--- src/rtl/spi_slot_cmd_decoder.sv ---
// SPI slave command decoder: shifts in MSB-first frames, decodes opcode+payload into
// registered fields and one-cycle strobes, and returns a status word on sdo.
module spi_slot_cmd_decoder #(
   parameter int NUM_REELS = 3,
   parameter int IDX_W     = 4,
   parameter int CREDIT_W  = 12,
   parameter int OP_W      = 4,
   parameter int FRAME_W   = 16
) (
   input  logic                       sclk,
   input  logic                       reset_n,
   input  logic                       cs,
   input  logic                       copi,
   input  logic                       spin_busy,
   output logic                       sdo,
   output logic [NUM_REELS*IDX_W-1:0] reel_idx,
   output logic                       start_spin,
   output logic [CREDIT_W-1:0]        win_credits,
   output logic                       is_win,
   output logic [CREDIT_W-1:0]        total_credits,
   output logic                       is_total,
   output logic                       err
);

   localparam int CNT_W  = $clog2(FRAME_W);
   localparam int REEL_W = NUM_REELS * IDX_W;

   typedef enum logic [1:0] {IDLE, SHIFT, DONE} state_t;

   state_t             state, state_nxt;
   logic [CNT_W-1:0]   bit_cnt;
   logic [FRAME_W-2:0] rx;
   logic [FRAME_W-1:0] tx;
   logic [FRAME_W-1:0] frame;
   logic [FRAME_W-1:0] status;
   logic [OP_W-1:0]    op;
   logic [OP_W-1:0]    last_op;
   logic [7:0]         frame_cnt;
   logic               last_bit;
   logic               op_spin, op_win, op_upd, op_clr;
   logic               accept;

   // The incoming bit is folded in combinationally so decode happens on the capturing edge.
   assign frame    = {rx, copi};
   assign op       = frame[FRAME_W-1 -: OP_W];
   assign last_bit = (state == SHIFT) && !cs && (bit_cnt == CNT_W'(FRAME_W - 1));
   assign sdo      = tx[FRAME_W-1] & ~cs;

   always_comb begin
      op_spin = (op == OP_W'(1));
      op_win  = (op == OP_W'(2));
      op_upd  = (op == OP_W'(3));
      op_clr  = (op == OP_W'(4));
      accept  = last_bit && ((op_spin && !spin_busy) || op_win || op_upd || op_clr);
      status  = '0;
      status[FRAME_W-1 -: OP_W] = last_op;
      status[FRAME_W-OP_W-1]    = err;
      status[FRAME_W-OP_W-2]    = spin_busy;
      status[7:0]               = frame_cnt;
   end

   always_ff @(posedge sclk or negedge reset_n) begin
      if (!reset_n) state <= IDLE;
      else          state <= state_nxt;
   end

   always_comb begin
      state_nxt = state;
      if (cs) begin
         state_nxt = IDLE;
      end else begin
         case (state)
            IDLE:    state_nxt = SHIFT;
            SHIFT:   if (last_bit) state_nxt = DONE;
            DONE:    state_nxt = DONE;
            default: state_nxt = IDLE;
         endcase
      end
   end

   always_ff @(posedge sclk or negedge reset_n) begin
      if (!reset_n) begin
         bit_cnt       <= '0;
         rx            <= '0;
         tx            <= '0;
         last_op       <= '0;
         frame_cnt     <= '0;
         reel_idx      <= '0;
         start_spin    <= 1'b0;
         win_credits   <= '0;
         is_win        <= 1'b0;
         total_credits <= '0;
         is_total      <= 1'b0;
         err           <= 1'b0;
      end else begin
         start_spin <= 1'b0;
         is_win     <= 1'b0;
         is_total   <= 1'b0;
         if (cs) begin
            // A deselect while still shifting (including on the final bit) aborts the frame.
            bit_cnt <= '0;
            tx      <= status;
            if (state == SHIFT) err <= 1'b1;
         end else if (state != DONE) begin
            rx      <= frame[FRAME_W-2:0];
            tx      <= {tx[FRAME_W-2:0], 1'b0};
            bit_cnt <= bit_cnt + CNT_W'(1);
            if (last_bit) begin
               if (op_spin) begin
                  if (spin_busy) begin
                     err <= 1'b1;
                  end else begin
                     reel_idx   <= frame[REEL_W-1:0];
                     start_spin <= 1'b1;
                  end
               end else if (op_win) begin
                  win_credits <= frame[CREDIT_W-1:0];
                  is_win      <= 1'b1;
               end else if (op_upd) begin
                  total_credits <= frame[CREDIT_W-1:0];
                  is_total      <= 1'b1;
               end else if (op_clr) begin
                  err <= 1'b0;
               end else begin
                  err <= 1'b1;
               end
               if (accept) begin
                  last_op   <= op;
                  frame_cnt <= frame_cnt + 8'd1;
               end
            end
         end
      end
   end

endmodule

--- config.mk ---
export PLATFORM = sky130hd
export DESIGN_NAME = spi_slot_cmd_decoder
export DESIGN_NICKNAME = d
export VERILOG_FILES = /design/src/rtl/spi_slot_cmd_decoder.sv
export SDC_FILE = /design/constraint.sdc
export NUM_CORES = 1
export LEC_CHECK = 0
export BUFFER_PORTS_ARGS = -buffer_cell sky130_fd_sc_hd__buf_2
export CAP_MARGIN = 25
export CORE_ASPECT_RATIO = 0.7
export CORE_UTILIZATION = 55
export DETAILED_ROUTE_END_ITERATION = 16
export PLACE_DENSITY = 0.76
export SYNTH_ARGS = -nofsm -noshare
export SYNTH_HDL_FRONTEND = slang
export SYNTH_SLANG_ARGS = --single-unit
--- constraint.sdc ---
create_clock -name sclk -period 2.9 [get_ports sclk]
set_clock_uncertainty 0.15 [all_clocks]
set_input_delay 0.145 -clock sclk [delete_from_list [all_inputs] [get_ports sclk]]
set_output_delay 0.145 -clock sclk [all_outputs]
set_load 0.05 [all_outputs]
==> reports/metrics.cfg <==
[outcome]
run_status=finished, final reports clean

[timing]
number_of_hold_violations_in_the_final_report=0
timing_worst_slew_pin_value_ns=0.638
max_clock_freq_mhz=375
finalSetupTns_ns=0
setup_repair_after_global_routing_missed_its_margin=false
holdWs_ns=0.148
total_count_of_max_transition_violations_in_the_final_report=0
period_needed_ns=2.67
final_critical_path_setup_slack_ns=0.231
final_min_period_over_clock_period_pct=92.0
final_setup_violations=0
timing.max_slew.rel_slack_pct=57.4

[logic_synthesis]
synth_warn=0
netlist_instances=274
mappedNetlistArea_sq_um=3660
synth_async_sr_flop_share_pct=100
syn_avg_cell_area_sq_um=13.4
ys_seq_elements=89
synth_ff_type=dfrtp_1
number_of_distinct_library_cells_after_synthesis=33
synth-seq-area-share_pct=60.8
syn-num-nets=284
synth-edff-count=0

[job]
maxCapViolations=0

[clocking]
ctsLongestPathBuffers=2
insertion_delay_ns=0.36
cts_tree=built
cts_htree_levels=3
cts.clk_slew.worst_paths_ns=0.09
cts-root-buf=clkbuf_8
cts-buffers-inserted=9
post-cts-setup-buffers=0
cts_num_sinks=89

[setup_path]
cpPeakStageDelay_ns=0.50
critical_path_cell_sequence=inv_1 -> ha_1 -> or4b_1 -> or2_1 -> nor4_4 -> buf_4 -> mux2_2
startpoint_kind_of_the_worst_setup_timing_path=flip-flop
reg2reg_setup_slack_ns=0.23
reg2regPathDepth=7
cell_with_the_largest_stage_delay_on_the_worst_path=or4b_1
worstSetupEndpointType=flip-flop
timing.critical_path.arrival_ns=2.77
critical_path_peak_fanout=12
rr_startpoint=state[1]$_DFFE_PN0P_
crit-reg2reg-capture=reel_idx[7]$_DFFE_PN0P_
worst_ep_required_time_ns=3.01
timing.setup.critical_path_class=reg -> reg

[detailed_routing]
met3_length_um=232
dr_total_vias=2236
wl_per_cell_um=15.4
drt-met1-wl_mm=3.33
remaining_drc_errors=0
top_layer_used=met4
drt_first_iter_violations=69
firstDrtPassIters=4
routed_wl_mm=6.51
via_per_inst=5.29
detailroute.wirelength.met2_mm=2.87
antenna_violating_nets_post_route=0

[layout]
final_core_utilization_pct=67.1
num_antenna_cells=0
final_net_count=337
syn2layout_area_growth_pct=16.1
final_common_cell=dfrtp_1
nFillCells=472
layout_common_cells=dfrtp_1, mux2_2, buf_2
fraction_of_layout_instances_using_a_drive_strength_above_1_pct=36.4

[pwr]
p_comb_share_pct=18.4
psw_uw=926
leakage_uw=0.00215
power_frac_clock_pct=29.4
vdd_drop_max_uv=336
power.internal_uw=2100
netSwitchingFraction_pct=30.6
power_density_nw_per_um2=712
power.sequential.fraction_pct=52.2

[grt]
via_count_of_the_first_global_routing_pass=2257
groute.usage.overall_pct=21.5
number_of_antenna_violations_at_the_first_check_in_global_routing=0
grt_overflow_total=0
grt_max_degree=53
grt_first_pass_wirelength_mm=11.4

[floorplanning]
fp-row-count=24
floorplan.die_area_sq_um=6990
core-area_sq_um=6340
die_w_um=99.5
floorplan.io_pins=46
initial_utilization_pct=57.8
die_h_um=70.3

[place]
place_congestion=0.749
dp_slack_ns=0.236
port-buffer-count=45
dp_hpwl_mm=4.34

[hold_path]
hold_path.class=in -> async

-- area by class of cell --
type / instances / area (sq um) / share of cell area (%)
Clock buffer: 11 / 151 / 3.56
Clock inverter: 5 / 62.6 / 1.47
Inverter: 5 / 18.8 / 0.441
Multi-Input combinational cell: 168 / 1360 / 31.9
Sequential cell: 89 / 2230 / 52.4
Tap cell: 91 / 114 / 2.68
Timing Repair Buffer: 54 / 323 / 7.59
-- worst max path at each step --
stage                    startpoint                       end  slack, ns  cells after the start
5_1_grt        state[1]$_DFFE_PN0P_   reel_idx[5]$_DFFE_PN0P_       0.08                      7
2_1_floorplan  state[0]$_DFFE_PN0P_   reel_idx[0]$_DFFE_PN0P_       0.38                      8
3_5_place_dp   state[1]$_DFFE_PN0P_   reel_idx[7]$_DFFE_PN0P_       0.24                      7
3_3_place_gp   state[1]$_DFFE_PN0P_  reel_idx[10]$_DFFE_PN0P_       0.34                      7
6_report       state[1]$_DFFE_PN0P_   reel_idx[7]$_DFFE_PN0P_       0.23                      7
4_1_cts        state[0]$_DFFE_PN0P_   reel_idx[7]$_DFFE_PN0P_       0.23                      7
-- Yosys cell counts, types with 3 or more instances --
cell type  count  area, sq um
mux2i_1       16          160
nor3_1         4         20.0
mux2_2        52          586
ha_1           5         62.6
nor4_1         3         18.8
nand3_1        5         25.0
nor2_1        10         37.5
o21ai_0       20          100
nor2b_1        3         18.8
inv_1          5         18.8
nand3b_1       3         22.5
xnor2_1        3         26.3
clkbuf_1       8         30.0
nand2_1       21         78.8
xor2_1         7         61.3
dfrtp_1       89         2230
-- kinds of logic after synthesis --
logic type	share of synthesized area, %
xor+xnor	2.39
buf+inv	2.15
simple gates	8.48
compound gates	4.07
mux	20.4
flops	60.8
fa+ha+maj	1.71
-- power by group through the flow --
stage | clock network [uW] | logic [uW] | registers [uW]
after global routing | 958 | 618 | 1610
after global placement | 0 | 523 | 1590
after CTS | 918 | 561 | 1580
after detailed placement | 0 | 552 | 1600
final | 891 | 556 | 1580
after floorplan | 0 | 423 | 1540
-- state kept, by name, indices dropped and copies added (netlist names), 2 cells and up --
name / cells
bit_cnt: 4
frame_cnt: 8
last_op: 4
reel_idx: 12
rx: 15
state: 2
total_credits: 12
tx: 16
win_credits: 12
-- timing repair --
item | CTS | global route
gates resized for setup | 0 | 0
endpoints found under the hold margin | 42 | 0
hold buffers | 3 | 0
-- through the flow --
step | cells | instance area, sq um | total power (uW)
CTS | 423 | 4250 | 3060
floorplan | 274 | 3660 | 1970
detailed placement | 404 | 4010 | 2160
global placement | 403 | 3980 | 2110
finish | 423 | 4250 | 3030
global route | 423 | 4250 | 3190
-- worst max-delay path, delay by kind of cell, from the launching register on --
kind	cells	cell delay [ns]
flip-flops	1	0.39
buffers and inverters	2	0.34
AND/OR/NAND/NOR	3	1.12
adder cells (fa/ha/maj)	1	0.20
multiplexers	1	0.36
-- metal layers --
metal / vias to the layer above / global-route usage [%]
met5: - / 0
met4: 0 / 9.80
met2: 35 / 30.1
met1: 1129 / 31.5
met3: 10 / 5.71
li1: 1062 / -
Note: power is estimated with default switching activity, not from simulation.
